## config.mk

```make
export PLATFORM = sky130hd
export DESIGN_NAME = piezo_seq
export DESIGN_NICKNAME = d
export VERILOG_FILES = /design/src/rtl/piezo_seq.sv
export SDC_FILE = /design/constraint.sdc
export NUM_CORES = 1
export LEC_CHECK = 0
export BUFFER_PORTS_ARGS = -buffer_cell sky130_fd_sc_hd__buf_2
export CORE_MARGIN = 2
export CORE_UTILIZATION = 63
export CTS_CLUSTER_SIZE = 40
export DETAILED_ROUTE_END_ITERATION = 8
export GPL_TIMING_DRIVEN = 0
export PLACE_DENSITY = 0.8
export SYNTH_ARGS = -nofsm -noshare
export SYNTH_HDL_FRONTEND = slang
export SYNTH_SLANG_ARGS = --single-unit
```

## constraint.sdc

```tcl
create_clock -name clk -period 4.05 [get_ports clk]
set_input_delay 0.405 -clock clk [delete_from_list [all_inputs] [get_ports clk]]
set_output_delay 0.405 -clock clk [all_outputs]
set_load 0.02 [all_outputs]
```

## src/rtl/piezo_seq.sv

```systemverilog
// Piezo alarm sequencer: prescaled tick drives an IDLE/NOTE/GAP pattern FSM
// that plays NORM, OVR, BATT or BOTH tone sequences as registered square waves.
module piezo_seq #(
    parameter bit              FAST_SIM  = 1'b0,
    parameter int              PRE_W     = 20,
    parameter int              HP_W      = 16,
    parameter int              DUR_TICKS = 4,
    parameter int              REP_TICKS = 48,
    parameter logic [HP_W-1:0] HP_NORM   = HP_W'(23900),
    parameter logic [HP_W-1:0] HP_OVR_A  = HP_W'(28409),
    parameter logic [HP_W-1:0] HP_OVR_B  = HP_W'(18939),
    parameter logic [HP_W-1:0] HP_B0     = HP_W'(31888),
    parameter logic [HP_W-1:0] HP_B1     = HP_W'(37920),
    parameter logic [HP_W-1:0] HP_B2     = HP_W'(47778)
) (
    input  logic clk,
    input  logic rst_n,
    input  logic norm_mode,
    input  logic ovr_spd,
    input  logic batt_low,
    output logic piezo,
    output logic piezo_n,
    output logic active
);

    localparam int PS_W = FAST_SIM ? 4 : PRE_W;
    localparam int TC_W = $clog2(REP_TICKS + 5 * DUR_TICKS + 1);

    typedef enum logic [1:0] {S_IDLE, S_NOTE, S_GAP} state_t;
    typedef enum logic [2:0] {P_NONE, P_NORM, P_OVR, P_BATT, P_BOTH} pat_t;

    logic [PS_W-1:0] pre;
    logic            tick;
    state_t          state, state_d;
    pat_t            pat, pat_d, sel;
    logic [2:0]      step, step_d, last_step;
    logic [TC_W-1:0] tcnt, tcnt_d, tcnt_inc, step_end;
    logic [HP_W-1:0] hp, hp_cnt, hp_d;
    logic            has_gap, restart, note_start;
    logic            piezo_d, piezo_n_d, active_d;

    assign tick = &pre;

    // NOTE: every combinational output gets a default first so no path can infer a latch.
    always_comb begin
        sel = P_NONE;
        if (ovr_spd && batt_low) sel = P_BOTH;
        else if (ovr_spd)        sel = P_OVR;
        else if (batt_low)       sel = P_BATT;
        else if (norm_mode)      sel = P_NORM;
    end

    // BATT and BOTH share their first three notes, so one step table serves both.
    always_comb begin
        hp        = HP_NORM;
        last_step = 3'd0;
        case (pat)
            P_OVR: begin
                hp        = (step == 3'd0) ? HP_OVR_A : HP_OVR_B;
                last_step = 3'd1;
            end
            P_BATT, P_BOTH: begin
                last_step = (pat == P_BATT) ? 3'd2 : 3'd4;
                case (step)
                    3'd0:    hp = HP_B0;
                    3'd1:    hp = HP_B1;
                    3'd2:    hp = HP_B2;
                    3'd3:    hp = HP_OVR_A;
                    default: hp = HP_OVR_B;
                endcase
            end
            default: ;
        endcase
    end

    assign has_gap  = (pat == P_NORM) || (pat == P_BATT);
    assign tcnt_inc = tcnt + TC_W'(1);
    assign step_end = TC_W'(DUR_TICKS * (int'(step) + 1));

    always_comb begin
        state_d    = state;
        pat_d      = pat;
        step_d     = step;
        tcnt_d     = tcnt;
        restart    = 1'b0;
        note_start = 1'b0;
        if (tick) begin
            tcnt_d = tcnt_inc;
            case (state)
                S_IDLE: restart = 1'b1;
                S_NOTE: begin
                    if (has_gap && ovr_spd) begin
                        restart = 1'b1;
                    end else if (tcnt_inc == step_end) begin
                        if (step != last_step) begin
                            step_d     = step + 3'd1;
                            note_start = 1'b1;
                        end else if (has_gap) begin
                            state_d = S_GAP;
                        end else begin
                            restart = 1'b1;
                        end
                    end
                end
                S_GAP: begin
                    if (tcnt_inc == TC_W'(REP_TICKS) || (sel != P_NONE && sel != pat))
                        restart = 1'b1;
                end
                default: state_d = S_IDLE;
            endcase
            if (restart) begin
                pat_d  = sel;
                step_d = 3'd0;
                tcnt_d = '0;
                if (sel == P_NONE) begin
                    state_d = S_IDLE;
                end else begin
                    state_d    = S_NOTE;
                    note_start = 1'b1;
                end
            end
        end
    end

    // Tone outputs are computed one cycle ahead so the pins come straight from flops.
    always_comb begin
        hp_d      = '0;
        piezo_d   = 1'b0;
        piezo_n_d = 1'b0;
        active_d  = 1'b0;
        if (note_start) begin
            piezo_d  = 1'b1;
            active_d = 1'b1;
        end else if (state_d == S_NOTE) begin
            active_d = 1'b1;
            if (hp_cnt == hp - HP_W'(1)) begin
                piezo_d = ~piezo;
            end else begin
                hp_d    = hp_cnt + HP_W'(1);
                piezo_d = piezo;
            end
            piezo_n_d = ~piezo_d;
        end
    end

    // NOTE: sequential state uses non-blocking assignments so all flops update together.
    always_ff @(posedge clk or negedge rst_n) begin
        if (!rst_n) begin
            pre     <= '0;
            state   <= S_IDLE;
            pat     <= P_NONE;
            step    <= 3'd0;
            tcnt    <= '0;
            hp_cnt  <= '0;
            piezo   <= 1'b0;
            piezo_n <= 1'b0;
            active  <= 1'b0;
        end else begin
            pre     <= pre + PS_W'(1);
            state   <= state_d;
            pat     <= pat_d;
            step    <= step_d;
            tcnt    <= tcnt_d;
            hp_cnt  <= hp_d;
            piezo   <= piezo_d;
            piezo_n <= piezo_n_d;
            active  <= active_d;
        end
    end

endmodule

```

==> flow_summary.json, run 1 <==
{
  "fin_crit_sh_pct": 92.2,
  "core_area_um2": 5540,
  "drcViolationCount": 0,
  "status": "finished clean",
  "path_clk_slew_ns": 0.10,
  "routed_wl_mm": 7.55,
  "antenna_left": 0,
  "antenna_found_initial": 0,
  "post-cts-setup-buffer-count": 0,
  "setup_viol": 0,
  "wl_met1_mm": 3.40,
  "htreeDepth": 2,
  "synth_edf_count": 0,
  "clk_latency_ns": 0.31,
  "cts_buffers": 5,
  "die_w_um": 80.0,
  "drv_cap": 0,
  "ir_drop_uv": 234,
  "drv_slew": 0,
  "crit_required_ns": 4.26,
  "grt_pass1_wl_mm": 12.8,
  "place_congestion": 0.902,
  "ff_latch_area_um2": 1350,
  "yosysSeqAreaShare_pct": 37.2,
  "cts_hold_buf": 0,
  "p_per_area_nw_per_um2": 300,
  "nFillCells": 445,
  "synth_warnings": 0,
  "r2r_slack_ns": 0.31,
  "end_kind": "flip-flop",
  "ys_types": 61,
  "route.met3.wl_um": 357,
  "grt_use_total_pct": 25.3,
  "start_util_pct": 65.6,
  "r2r_cells": 15,
  "reg2reg_from": "step[2]",
  "top_layer": "met4",
  "tns_ns": 0,
  "synth-seq-cells": 54,
  "grt_max_degree": 55,
  "grt_pass1_vias": 2824,
  "power_leakage_nw": 1.67,
  "clockBufferDepth": 2,
  "cts_sinks": 54,
  "slew_headroom_pct": 54.6,
  "ios": 8,
  "synth_top_cell_area_share_pct": 37.2,
  "drive_above_1_share_pct": 13.1,
  "final_area_um2": 3870,
  "power_mw": 1.16,
  "place_hpwl_mm": 5.43,
  "wl_met2_mm": 3.71,
  "hp-class": "input pin to asynchronous set/reset pin",
  "wl_per_cell_um": 15.6,
  "dieHeight_um": 80.0,
  "finClkSkew_ns": 0.00960,
  "antenna_cells": 0,
  "syn-cell-area_um2": 3640,
  "cts-root-buf": "clkbuf_8",
  "drt_iter0_drc": 183,
  "num_vias": 2959,
  "multi_input_area_um2": 2170,
  "place_area_um2": 3760,
  "cp.arrival_ns": 3.94,
  "synth_fp_nets": 413,
  "dr.pass1.iters": 4,
  "dieArea_um2": 6400,
  "io_buffers": 7,
  "synthArstFlopShare_pct": 100,
  "crit_type": "flip-flop to flip-flop",
  "worst-path-max-fanout": 10,
  "yosys.area.top_type": "dfrtp_1",
  "synthCells": 397,
  "viasPerCell": 6.11,
  "cts_tree": "done",
  "final_nets": 427,
  "start_kind": "flip-flop",
  "max_freq_mhz": 268,
  "grt-ovfl-total": 0,
  "worst_slew_pin_slew_ns": 0.681,
  "r2r_end": "hp_cnt[0]",
  "cts_resized": 0,
  "areaGrowthSynthToFinish_pct": 6.33,
  "synthTopCellsByArea": "dfrtp_1 (37%), xnor2_1 (6.3%), xor2_1 (5.3%)",
  "hold_viol_final": 0,
  "rsz0062_at_grt": "no",
  "layout_min_cycle_time_ns": 3.74,
  "postSynthAreaPerCell_um2": 9.16,
  "synth_flop_cell": "dfrtp_1",
  "fp-row-count": 27
}
-- critical path, cell delays in order, from the launching register on --
cell and delay, ns:
dfrtp_1 0.46, clkbuf_2 0.23, inv_1 0.16, ha_1 0.23, clkbuf_1 0.35, o2bb2ai_1 0.18
a22oi_1 0.26, ha_1 0.24, xnor2_1 0.15, o21ai_0 0.11, a21oi_1 0.19, nand4_1 0.11
or4_4 0.53, o2111ai_4 0.17, buf_8 0.20, nor2_1 0.05
-- synthesized netlist by cell type (3+ instances only) --
cell type	instances
a211o_1	3
a211oi_1	5
a21o_1	3
a21oi_1	14
and3_1	7
and3b_1	3
and4_1	5
buf_2	3
clkbuf_1	12
dfrtp_1	54
ha_1	11
inv_1	7
mux2_2	5
nand2_1	33
nand2b_1	8
nand3_1	25
nand3b_1	4
nand4_1	10
nor2_1	30
nor2_2	10
nor2b_1	6
nor3_1	8
nor3b_1	3
o211ai_1	3
o21a_1	3
o21ai_0	17
o21ba_2	3
o2bb2ai_1	6
o32ai_1	3
or2_2	4
or3_1	6
xnor2_1	26
xor2_1	22
-- sequential cells by signal, indices dropped and copies added, names as in the netlist --
signal   cells
tcnt         7
pat          3
state        2
piezo_n      1
active       1
piezo        1
pre         20
hp_cnt      16
step         3
-- through the flow --
stage	util (%)	setup slack (ns)	instances	hold slack, ns
floorplan	-	0.731	397	0.109
global placement	67.9	0.274	476	0.452
detailed placement	67.9	0.206	476	0.460
CTS	69.7	0.181	484	0.380
global route	69.8	0.0590	484	0.180
finish	69.8	0.314	484	0.119
-- layout by cell type, fill, tap and decap left out, types with 7 or more instances in the layout --
cell      synthesis  final
a21oi_1          14     14
and3_1            7      7
buf_2             3      9
clkbuf_1         12     10
dfrtp_1          54     54
ha_1             11     11
inv_1             7      7
nand2_1          33     33
nand2b_1          8      8
nand3_1          25     25
nand4_1          10     10
nor2_1           30     30
nor2_2           10     10
nor3_1            8      8
o21ai_0          17     17
xnor2_1          26     26
xor2_1           22     22
-- how the worst max path moves through the flow --
stage                        from        end  slack [ns]  cells after the start
after floorplan           step[0]  hp_cnt[0]        0.73                     15
after global placement    step[2]  hp_cnt[0]        0.27                     15
after detailed placement  step[2]  hp_cnt[0]        0.21                     15
after CTS                 step[2]  hp_cnt[0]        0.18                     15
after global routing      step[2]  hp_cnt[0]        0.06                     15
final                     step[2]  hp_cnt[0]        0.31                     15
-- final cells by class --
cell class                      count  share of cell area [%]
Timing Repair Buffer                7                   0.971
Buffer                             17                    2.30
Tap cell                           72                    2.33
Multi-Input combinational cell    319                    56.2
Inverter                            7                   0.680
Sequential cell                    54                    35.0
Clock inverter                      2                   0.453
Clock buffer                        6                    2.14
-- cell families (layout without fill, tap and decap cells) --
logic type | Yosys count | count (layout) | synth area share [%]
and+or+nand+nor | 178 | 178 | 27.4
AOI/OAI and AO/OA | 77 | 77 | 15.5
DFF | 54 | 54 | 37.2
xor gates and xnor gates | 48 | 48 | 11.6
buffers and inverters | 24 | 39 | 3.10
adders and majority gates | 11 | 11 | 3.79
muxes | 5 | 5 | 1.55
-- metal layers --
metal,vias up,track usage (%)
met2,71,43.3
li1,1449,-
met5,-,0
met1,1427,33.0
met4,0,6.78
met3,12,4.64
-- where the power goes --
part           internal [mW]  switching, mW
combinational         0.0975          0.118
sequential             0.576         0.0420
clock                  0.141          0.184
No activity file was read; power rests on OpenSTA's default activity.
==> inputs of run 2 (changes only) <==
--- a/config.mk
+++ b/config.mk
@@ -8,6 +8,7 @@
 export BUFFER_PORTS_ARGS = -buffer_cell sky130_fd_sc_hd__buf_2
 export CORE_MARGIN = 2
 export CORE_UTILIZATION = 63
+export CTS_BUF_LIST = sky130_fd_sc_hd__clkbuf_16
 export CTS_CLUSTER_SIZE = 40
 export DETAILED_ROUTE_END_ITERATION = 8
 export GPL_TIMING_DRIVEN = 0
==> run 2 against run 1 <==
Critical path depth stayed put. Final cell count stayed put. Flip-flop and latch count stayed put. Largest power group unchanged. Highest routed layer unchanged.
==> flow_summary.json, run 2 (synthesis results as in run 1) <==
{
  "drcViolationCount": 0,
  "reg_top3": "pre (20), hp_cnt (16), tcnt (7)",
  "ir_drop_uv": 228,
  "dieHeight_um": 80.0,
  "crit_type": "flip-flop to flip-flop",
  "crit_path_end": "hp_cnt[0]",
  "r2r_end": "hp_cnt[0]",
  "multi_input_area_um2": 2170,
  "drt_iter0_drc": 302,
  "crit_required_ns": 4.23,
  "num_vias": 2952,
  "rsz0062_at_grt": "no",
  "grt_pass1_wl_mm": 12.9,
  "antenna_found_initial": 0,
  "areaGrowthSynthToFinish_pct": 7.60,
  "post-cts-setup-buffer-count": 0,
  "cts_tree": "done",
  "worst-path-max-fanout": 10,
  "fp-row-count": 27,
  "reg2reg_from": "step[2]",
  "cts_sinks": 54,
  "largest_register": "pre",
  "power_leakage_nw": 1.69,
  "end_kind": "flip-flop",
  "status": "finished clean",
  "drv_slew": 0,
  "final_util_pct": 70.6,
  "place_hpwl_mm": 5.43,
  "ff_latch_area_um2": 1350,
  "nFillCells": 443,
  "path_clk_slew_ns": 0.07,
  "layout_commonest_cell": "dfrtp_1",
  "layout_min_cycle_time_ns": 3.77,
  "clk_latency_ns": 0.29,
  "r2r_slack_ns": 0.28,
  "dieArea_um2": 6400,
  "fin_crit_sh_pct": 93.0,
  "place_congestion": 0.902,
  "grt_pass1_vias": 2834,
  "cts-root-buf": "clkbuf_16",
  "tns_ns": 0,
  "grt_max_degree": 55,
  "final_cell_mix": "dfrtp_1 (54), nand2_1 (33), nor2_1 (30)",
  "largest_register_ffs": 20,
  "drive_above_1_share_pct": 12.9,
  "die_w_um": 80.0,
  "setup_viol": 0,
  "core_area_um2": 5540,
  "antenna_cells": 0,
  "grt-ovfl-total": 0,
  "power_mw": 1.26,
  "hold_viol_final": 0,
  "grt_use_total_pct": 25.5,
  "ios": 8,
  "slew_headroom_pct": 54.3,
  "cts_buffers": 5,
  "final_nets": 427,
  "antenna_left": 0,
  "start_util_pct": 65.6,
  "viasPerCell": 6.10,
  "worst_slew_pin_slew_ns": 0.686,
  "start_kind": "flip-flop",
  "clockBufferDepth": 2,
  "finClkSkew_ns": 0.00781,
  "r2r_cells": 15,
  "hp-class": "input pin to asynchronous set/reset pin",
  "startpoint": "step[2]",
  "max_freq_mhz": 266,
  "wl_per_cell_um": 15.6,
  "routed_wl_mm": 7.54,
  "cp.arrival_ns": 3.95,
  "io_buffers": 7,
  "p_per_area_nw_per_um2": 323,
  "drv_cap": 0,
  "dr.pass1.iters": 4,
  "htreeDepth": 2,
  "holdWs_ns": 0.148
}
run 2: layout make-up:
type                    count  area share [%]
plain buffers              17            2.27
clock buffers               5            3.20
clock inverters             3           0.544
inverters                   7           0.672
multi-input cells         319            55.5
flip-flops and latches     54            34.5
well taps                  72            2.30
repair buffers              7           0.959
run 2: worst min-delay path by stage:
stage	start	cells after the start	to	slack [ns]
after CTS	rst_n	1	hp_cnt[9]	0.41
after detailed placement	pre[0]	1	pre[0]	0.46
after global placement	pre[0]	1	pre[0]	0.45
after floorplan	rst_n	0	active	0.11
after global routing	rst_n	1	hp_cnt[9]	0.21
final	rst_n	1	hp_cnt[9]	0.15
run 2: critical path: stages, from the launching register on:
cell	delay [ns]
dfrtp_1	0.47
clkbuf_2	0.28
inv_1	0.13
ha_1	0.26
clkbuf_1	0.23
o2bb2ai_1	0.31
a22oi_1	0.17
ha_1	0.24
xnor2_1	0.20
o21ai_0	0.12
a21oi_1	0.19
nand4_1	0.10
or4_4	0.53
o2111ai_4	0.17
buf_8	0.20
nor2_1	0.05
run 2: power breakdown:
| group | leakage, nW | switching [mW] | total (mW) | internal, mW |
|---|---|---|---|---|
| sequential | 0.687 | 0.0427 | 0.619 | 0.576 |
| clock | 0.0714 | 0.197 | 0.427 | 0.230 |
| combinational | 0.933 | 0.119 | 0.217 | 0.0977 |
| total | 1.69 | 0.359 | 1.26 | 0.904 |
run 2: metal layers:
metal  vias to the layer above  share of wire, %  wire [um]  GRT usage (%)
met3                         9               4.1        312           4.52
met4                         0               1.1         85           7.46
met5                         -                 0          0              0
met1                      1419                46       3470           33.5
li1                       1455                 -          -              -
met2                        69                49       3660           43.2
run 2: per-stage QoR:
stage	instances	instance area [um^2]	setup WS (ns)
floorplan	397	3640	0.731
global placement	476	3760	0.274
detailed placement	476	3760	0.206
CTS	484	3910	0.167
global route	484	3910	0.0463
finish	484	3910	0.284
run 2: what timing repair did:
| item | in CTS | in global routing |
|---|---|---|
| hold buffers | 0 | 0 |
| resized for setup | 0 | 4 |
| setup endpoints to repair | 0 | 13 |
==> inputs of run 3 (changes only) <==
--- a/config.mk
+++ b/config.mk
@@ -5,6 +5,7 @@
 export SDC_FILE = /design/constraint.sdc
 export NUM_CORES = 1
 export LEC_CHECK = 0
+export ABC_AREA = 1
 export BUFFER_PORTS_ARGS = -buffer_cell sky130_fd_sc_hd__buf_2
 export CORE_MARGIN = 2
 export CORE_UTILIZATION = 63
==> run 3 against run 2 <==
Non-clock buffer count decreased by 9. Maximum frequency increased by 18%. Total power decreased by 22%. Largest cell class unchanged. Sequential share of layout area decreased by 0.36 points. Via count increased by 5.8%. Wire length decreased by 4.9%. Worst setup slack improved by 0.57 ns. Global-route usage decreased by 0.23 points. Synthesized cell count increased by 26%. Utilization increased by 0.31 points. First-iteration DRC count decreased by 34%.
==> flow_summary.json, run 3 <==
{
  "seq_power_share_pct": 54.9,
  "core_area_um2": 5570,
  "finClkSkew_ns": 0.00809,
  "grt_max_degree": 55,
  "hp-class": "input pin to asynchronous set/reset pin",
  "drcViolationCount": 0,
  "dp_slack_ns": 0.904,
  "cts_hold_buf": 0,
  "place_congestion": 0.902,
  "switching_share_pct": 21.3,
  "holdWs_ns": 0.340,
  "cts_tree": "done",
  "tns_ns": 0,
  "viasPerCell": 5.32,
  "layout_min_cycle_time_ns": 3.19,
  "cts_buffers": 5,
  "io_buffers": 7,
  "drv_slew": 0,
  "synth_fp_nets": 516,
  "antenna_cells": 0,
  "largest_register": "pre",
  "final_util_pct": 70.9,
  "r2r_slack_ns": 0.86,
  "rsz0062_at_grt": "no",
  "p_per_area_nw_per_um2": 248,
  "die_w_um": 80.5,
  "reg2reg_from": "step[0]",
  "fin_crit_sh_pct": 78.8,
  "htreeDepth": 2,
  "wl_per_cell_um": 12.2,
  "clockPowerShare_pct": 42.9,
  "end_kind": "flip-flop",
  "dr.pass1.iters": 4,
  "ff_latch_area_um2": 1350,
  "grt_pass1_vias": 2990,
  "routed_wl_mm": 7.16,
  "clk_latency_ns": 0.29,
  "layout_commonest_cell": "nand2_1",
  "drv_cap": 0,
  "drt_iter0_drc": 199,
  "dieHeight_um": 80.5,
  "synth_top_cell_area_share_pct": 36.7,
  "reg_top3": "pre (20), hp_cnt (16), tcnt (7)",
  "antenna_left": 0,
  "crit_type": "flip-flop to flip-flop",
  "synth_edf_count": 0,
  "grt_use_total_pct": 25.3,
  "worst-path-max-fanout": 8,
  "cp.arrival_ns": 3.37,
  "final_cell_mix": "nand2_1 (133), inv_1 (69), dfrtp_1 (54)",
  "start_util_pct": 66.1,
  "cts_resized": 0,
  "cts_sinks": 54,
  "grt-ovfl-total": 0,
  "dieArea_um2": 6480,
  "start_kind": "flip-flop",
  "place_area_um2": 3810,
  "yosysSeqAreaShare_pct": 36.7,
  "p_switching_uw": 209,
  "postSynthAreaPerCell_um2": 7.37,
  "areaGrowthSynthToFinish_pct": 7.30,
  "synth_flop_cell": "dfrtp_1",
  "nFillCells": 482,
  "syn-cell-area_um2": 3680,
  "path_clk_slew_ns": 0.07,
  "hold_viol_final": 0,
  "synth_warnings": 0,
  "synth_common_cells": "nand2_1 (133), inv_1 (69), dfrtp_1 (54)",
  "num_vias": 3123,
  "final_nets": 530,
  "power.internal_uw": 773,
  "ios": 8,
  "slew_headroom_pct": 21.8,
  "ir_drop_uv": 232,
  "startpoint": "step[0]",
  "antenna_found_initial": 0,
  "final_area_um2": 3950,
  "synthCells": 500,
  "synthTopCellsByArea": "dfrtp_1 (37%), nand2_1 (14%), inv_1 (7.0%)",
  "combinationalPowerShare_pct": 2.3,
  "worst_slew_pin_slew_ns": 1.17,
  "largest_register_ffs": 20,
  "synth-seq-cells": 54,
  "crit_required_ns": 4.22,
  "yosys.area.top_type": "dfrtp_1",
  "post-cts-setup-buffer-count": 0,
  "fin_ws_ns": 0.857,
  "multi_input_area_um2": 1990,
  "place_hpwl_mm": 5.39,
  "yosys.cell_count.top_type": "nand2_1",
  "fp-row-count": 27,
  "grt_pass1_wl_mm": 12.9,
  "clockBufferDepth": 2,
  "synthArstFlopShare_pct": 100,
  "power_leakage_nw": 2.00,
  "drive_above_1_share_pct": 11.3,
  "cts-root-buf": "clkbuf_16",
  "max_freq_mhz": 313,
  "status": "finished clean",
  "ys_types": 38,
  "setup_viol": 0
}
-- run 3: final cells by class --
type                       count  area share, %
clock buffer                   5           3.16
sequential                    54           34.2
multi-input combinational    364           50.3
inverter                      74           7.15
tap                           72           2.28
buffer                         8           1.61
timing repair buffer           7          0.886
clock inverter                 3          0.475
-- run 3: worst max-delay path, cell delays in order (launching register included) --
cell      delay, ns
dfrtp_1        0.50
inv_1          0.16
ha_1           0.23
nand2_1        0.17
inv_1          0.08
nor2_1         0.19
inv_1          0.06
nand2_1        0.10
nand2_1        0.06
ha_1           0.25
xnor2_1        0.15
nand2_1        0.07
a21oi_1        0.16
nand2_1        0.08
nor2_1         0.09
nand3b_1       0.09
nor2_1         0.11
nand3_1        0.08
nor2_1         0.09
nand2_1        0.08
nand3_1        0.19
nor2_1         0.07
-- run 3: cell families (layout without fill, tap and decap cells) --
| family | count (synthesis) | after routing | synth area share, % |
|---|---|---|---|
| DFF | 54 | 54 | 36.7 |
| buffers and inverters | 82 | 97 | 9.41 |
| xor gates and xnor gates | 34 | 34 | 8.08 |
| adders and majority gates | 11 | 11 | 3.74 |
| AOI/OAI and AO/OA | 28 | 28 | 4.04 |
| and+or+nand+nor | 291 | 291 | 38.1 |
-- run 3: through the flow --
stage,instances,power (mW)
after floorplan,500,0.557
after global placement,579,0.572
after detailed placement,579,0.572
after CTS,587,0.995
after global routing,587,1.03
final,587,0.982
-- run 3: path summary, 6_finish.rpt --
kind | to | cells past startpoint
worst min register to register | pre[0] | 1
worst max-delay path | hp_cnt[3] | 21
min in group clk | pre[0] | 1
worst min-delay path | pat[2] | 1
max in group asynchronous | hp_cnt[1] | 1
worst max register to register | hp_cnt[3] | 21
-- run 3: power by group through the flow --
stage               sequential (mW)  clock, mW  combinational, mW
finish                        0.539      0.421             0.0221
global route                  0.539      0.462             0.0264
CTS                           0.539      0.432             0.0232
detailed placement            0.549          0             0.0231
global placement              0.549          0             0.0225
floorplan                     0.550          0            0.00777
-- run 3: metal layers --
layer  wire length, um  GRT usage (%)  up-vias
li1                  -              -     1618
met1              3480           34.1     1446
met2              3300           41.4       49
met3               287           5.17       10
met4                92           7.12        0
met5                 0              0        -
